$ cat src/rtl/mdu_mul_pkg.sv
// mdu_mul_pkg: shared state encoding, iteration count and carry helper for the multiplier
package mdu_mul_pkg;

  localparam logic [2:0] IDLE  = 3'd0;
  localparam logic [2:0] MUL   = 3'd1;
  localparam logic [2:0] FIX_A = 3'd2;
  localparam logic [2:0] FIX_B = 3'd3;
  localparam logic [2:0] DONE  = 3'd4;

  localparam int MUL_ITERS = 32;
  localparam logic [4:0] LAST_ITER = 5'(MUL_ITERS - 1);

  // cla32 has no carry output, so the top bit's carry is rebuilt from the operand and sum MSBs
  function automatic logic add_cout(input logic x, input logic y, input logic s);
    return x & y | (x | y) & ~s;
  endfunction

endpackage

$ cat src/rtl/mdu_mul_cla32.sv
// cla32: 32-bit carry-lookahead adder built from 4-bit lookahead groups
module cla32 (
  input  logic [31:0] a,
  input  logic [31:0] b,
  input  logic        ci,
  output logic [31:0] s
);

  logic [7:0] cg;

  assign cg[0] = ci;

  for (genvar k = 0; k < 8; k++) begin : grp
    logic [3:0] g, p, c;
    assign g = a[4*k +: 4] & b[4*k +: 4];
    assign p = a[4*k +: 4] ^ b[4*k +: 4];
    assign c[0] = cg[k];
    assign c[1] = g[0] | p[0] & c[0];
    assign c[2] = g[1] | p[1] & g[0] | p[1] & p[0] & c[0];
    assign c[3] = g[2] | p[2] & g[1] | p[2] & p[1] & g[0] | p[2] & p[1] & p[0] & c[0];
    assign s[4*k +: 4] = p ^ c;
    if (k < 7) begin : nx
      logic gg, pg;
      assign gg = g[3] | p[3] & g[2] | p[3] & p[2] & g[1] | p[3] & p[2] & p[1] & g[0];
      assign pg = &p;
      assign cg[k+1] = gg | pg & cg[k];
    end
  end

endmodule

$ cat src/rtl/mdu_mul.sv
// mdu_mul: sequential 32x32->64 shift-add multiplier holding HI/LO, one cla32 addition per cycle
module mdu_mul
  import mdu_mul_pkg::*;
(
  input  logic        clk,
  input  logic        clrn,
  input  logic        start,
  input  logic        sign,
  input  logic [31:0] a,
  input  logic [31:0] b,
  input  logic        whi,
  input  logic        wlo,
  input  logic [31:0] wdata,
  output logic        busy,
  output logic        done,
  output logic [31:0] hi,
  output logic [31:0] lo
);

  logic [2:0]  state, state_nx;
  logic [31:0] ra, rb, acc_hi, acc_lo, y, sum;
  logic        rs, ci, cout, idle_or_done, last;
  logic [4:0]  cnt;

  assign idle_or_done = state == IDLE || state == DONE;
  assign last = cnt == LAST_ITER;

  // Second operand: partial product in MUL, inverted sign corrections (with ci=1) in the fix-up states
  always_comb begin
    y  = state == MUL ? (acc_lo[0] ? ra : '0) :
         state == FIX_A ? ~(ra[31] ? rb : '0) : ~(rb[31] ? ra : '0);
    ci = state == FIX_A || state == FIX_B;
  end

  cla32 u_cla (.a(acc_hi), .b(y), .ci(ci), .s(sum));

  assign cout = add_cout(acc_hi[31], y[31], sum[31]);

  // State register
  always_ff @(posedge clk or negedge clrn) begin
    if (!clrn) state <= IDLE;
    else state <= state_nx;
  end

  // Next-state: signed results take two extra correction cycles before DONE
  always_comb begin
    state_nx = state;
    case (state)
      IDLE:    state_nx = start ? MUL : IDLE;
      MUL:     state_nx = last ? (rs ? FIX_A : DONE) : MUL;
      FIX_A:   state_nx = FIX_B;
      FIX_B:   state_nx = DONE;
      DONE:    state_nx = start ? MUL : IDLE;
      default: state_nx = IDLE;
    endcase
  end

  // Status outputs decoded from state
  always_comb begin
    busy = state == MUL || state == FIX_A || state == FIX_B;
    done = state == DONE;
  end

  // Datapath: operand capture, shift-add iterations, sign fix-up and HI/LO writes
  always_ff @(posedge clk or negedge clrn) begin
    if (!clrn) begin
      ra     <= '0;
      rb     <= '0;
      rs     <= 1'b0;
      acc_hi <= '0;
      acc_lo <= '0;
      cnt    <= '0;
      hi     <= '0;
      lo     <= '0;
    end else begin
      if (idle_or_done && start) begin
        ra     <= a;
        rb     <= b;
        rs     <= sign;
        acc_hi <= '0;
        acc_lo <= b;
        cnt    <= '0;
      end
      if (idle_or_done && whi) hi <= wdata;
      if (idle_or_done && wlo) lo <= wdata;
      if (state == MUL) begin
        {acc_hi, acc_lo} <= {cout, sum, acc_lo[31:1]};
        cnt <= cnt + 5'd1;
        if (last && !rs) {hi, lo} <= {cout, sum, acc_lo[31:1]};
      end
      if (state == FIX_A) acc_hi <= sum;
      if (state == FIX_B) begin
        hi <= sum;
        lo <= acc_lo;
      end
    end
  end

endmodule

$ cat config.mk
export PLATFORM = sky130hd
export DESIGN_NAME = mdu_mul
export DESIGN_NICKNAME = d
export VERILOG_FILES = /design/src/rtl/mdu_mul_pkg.sv /design/src/rtl/mdu_mul_cla32.sv /design/src/rtl/mdu_mul.sv
export SDC_FILE = /design/constraint.sdc
export NUM_CORES = 1
export LEC_CHECK = 0
export BUFFER_PORTS_ARGS = -buffer_cell sky130_fd_sc_hd__buf_2
export CAP_MARGIN = 20
export CORE_MARGIN = 2
export CORE_UTILIZATION = 55
export CTS_BUF_LIST = sky130_fd_sc_hd__clkbuf_16
export CTS_CLUSTER_SIZE = 16
export DETAILED_ROUTE_END_ITERATION = 16
export GPL_TIMING_DRIVEN = 0
export PLACE_DENSITY = 0.84
export SLEW_MARGIN = 15
export SYNTH_ARGS = -nofsm -noshare
export SYNTH_HDL_FRONTEND = slang
export SYNTH_SLANG_ARGS = --single-unit
$ cat constraint.sdc
create_clock -name clk -period 13.81 [get_ports clk]
set_input_delay 4.143 -clock clk [delete_from_list [all_inputs] [get_ports clk]]
set_output_delay 4.143 -clock clk [all_outputs]
set_load 0.02 [all_outputs]
==> results.cfg <==
[clocking]
clock_latency_ns = 0.51
cts_sinks = 201
path_clk_slew_ns = 0.06
h-tree-depth = 1
cts_tree = done
post_cts_resized = 0
cts-root-buf = clkbuf_16
numCtsBuffers = 22
cts_hold_buf = 0
clock_path_buffers = 3
post-cts-setup-buffer-count = 0

[placed_design]
portBuffers = 167
post-place-ws_ns = 7.647
dp_hpwl_um = 24830
gp_congestion = 0.9719

[logic_synthesis]
ys_seq_elements = 201
synth_cell_type_count = 65
ys.flop_type = dfrtp_1
yosysSeqAreaShare = 0.4709
synthCells = 1123
synth_enable_flop_cells = 0
ys_top_cells_by_area = dfrtp_1, nand2_1, mux2i_1
yosysTopAreaCell = dfrtp_1
async_flop_share = 1.000
syn_area_per_cell_um2 = 9.512
yosys.area.top_type_share = 0.4709
synth_nets = 1267
ys_warn_count = 0
syn_area_um2 = 10680

[sta]
hold_viol = 0
relSlewSlack = 0.4275
finalClockSkew_ns = 0.01640
layout_setup_ws_ns = 7.844
rsz0062_at_grt = no
slew_violations = 0
max_freq_mhz = 167.6
worst_hold_slack_ns = 0.4795
finalCritPeriodShare = 0.4320
setup_violations = 0
setup_tns_ns = 0
worst_pin_slew_ns = 0.8557
final.min_clock_period_ns = 5.966

[die]
die_w_um = 143.4
rows = 50
ios = 168
start_util = 0.5654
coreArea_um2 = 18890
fp.dieH_um = 143.4
die-area_um2 = 20550

[outcome]
status = finished, final reports clean

[critical_path]
critical-path-max-stage-delay_ns = 0.49
crit_fanout = 7
critPathKind = flip-flop to output pin
crit_top_cell = nor2_1
worstPathCellList = nor2_1, nor2_1, buf_2
crit_slowest_cell = nor2_1
cp.required_ns = 9.67
ff2ff_path_depth = 19
start_kind = flip-flop
worstPathArrival_ns = 1.82
endpoint_kind = output pin

[finish]
post-route-util = 0.6640
final_cell_mix = nand2_1, dfrtp_1, buf_2, a22oi_1, clkbuf_1
antenna_cells = 0
layout_commonest_cell = nand2_1
area_delta_synth_final_pct = 17.45
num-nets-final = 1459
drive_gt1_frac = 0.1678

[routing]
viasPerCell = 6.254
dr.first_iter.drc_count = 1081
final_antenna_net_count = 0
wl_per_cell_um = 21.60
drt_pre_antenna_iters = 5
vias = 9937
totalWireLength_um = 34330
drcViolationCount = 0

[global_route]
grt_max_degree = 102
antenna_found_initial = 0
grt_pass1_vias = 9903
gr-usage-all-layers = 0.3346
grt_pass1_wl_um = 52900
grt_overflow_total = 0

[pwr]
power.leakage_nw = 5.879
power.density_nw_per_um2 = 305.4
finalPower_mw = 3.832
vdd_ir_drop_max_mv = 0.1268

[hold_path]
hold_depth = 2
hp-class = flip-flop to flip-flop

[flow_run]
drv_cap = 0
-- worst max-delay path: cells and delay by family (launching register included) --
kind	cells	cell delay, ns
simple gates	2	0.65
flops	1	0.46
buf+inv	1	0.20
-- cell type report --
cell class | count | area [um^2]
sequential | 201 | 5030
tap | 260 | 325.3
fill | 1501 | 6347
clock inverter | 15 | 90.09
clock buffer | 23 | 575.6
buffer | 80 | 305.3
inverter | 26 | 97.59
timing repair buffer | 168 | 873.3
multi-input combinational | 816 | 5249
-- where the power goes --
part           internal, mW  switching [mW]
Sequential            0.898           0.236
Clock                 0.318           0.237
Combinational         0.786            1.36
Total                  2.00            1.83
-- state kept, by name, indices dropped and copies added (netlist names) --
| name | flops |
|---|---|
| lo | 32 |
| rs | 1 |
| state | 3 |
| rb | 32 |
| cnt | 5 |
| acc_lo | 32 |
| hi | 32 |
| acc_hi | 32 |
| ra | 32 |
-- logic make-up (layout without fill, tap and decap cells) --
family                   Yosys count  in the layout  share of synthesized area
multiplexers                      57             57                    0.05388
AND/OR/NAND/NOR                  401            401                     0.1554
flip-flops                       201            201                     0.4709
buffers and inverters            106            312                    0.03772
XOR/XNOR                          22             22                    0.01874
adder cells (fa/ha/maj)           42             42                    0.05552
AO/OA/AOI/OAI                    294            294                     0.2078
-- cell usage after synthesis, types with 4 or more instances --
cell	n
mux2_2	4
a221o_1	5
buf_2	4
dfrtp_1	201
a22oi_1	68
and2_1	8
inv_1	26
a221oi_1	32
a211oi_1	9
a21oi_1	19
nand3_1	7
o22a_1	8
nor3_1	5
buf_1	13
fa_1	9
xnor2_1	8
mux2i_1	53
nand2_1	321
ha_1	33
o21ai_0	52
nor2_1	23
a21o_1	28
nor2b_1	11
xor2_1	13
o221ai_1	28
a32o_1	8
o21ai_1	5
clkbuf_1	63
-- worst paths after layout --
check,slack [ns],from,to
worst max-delay path,7.84,state[0]$_DFF_PN0_,busy
worst min-delay path,0.48,rb[12]$_DFFE_PN0P_,rb[12]$_DFFE_PN0P_
worst max register to register,7.90,state[2]$_DFF_PN0_,hi[31]$_DFF_PN0_
worst min register to register,0.48,rb[12]$_DFFE_PN0P_,rb[12]$_DFFE_PN0P_
max in group asynchronous,9.16,clrn,acc_hi[16]$_DFFE_PN0P_
min in group asynchronous,3.66,clrn,rb[10]$_DFFE_PN0P_
-- metal layers --
metal  routed length, um  GRT usage  up-vias
li1                    -          -     4405
met1               13710     0.4554     4789
met2               15620     0.5308      639
met3                3822    0.06198      104
met4                1183     0.1398        0
met5                   0          0        -
-- per-stage QoR --
step / instance area [um^2] / cells
after floorplan: 10680 / 1123
after global placement: 11840 / 1550
after detailed placement: 11880 / 1551
after CTS: 12550 / 1589
after global routing: 12550 / 1589
final: 12550 / 1589
Note: power is estimated with default switching activity, not from simulation.
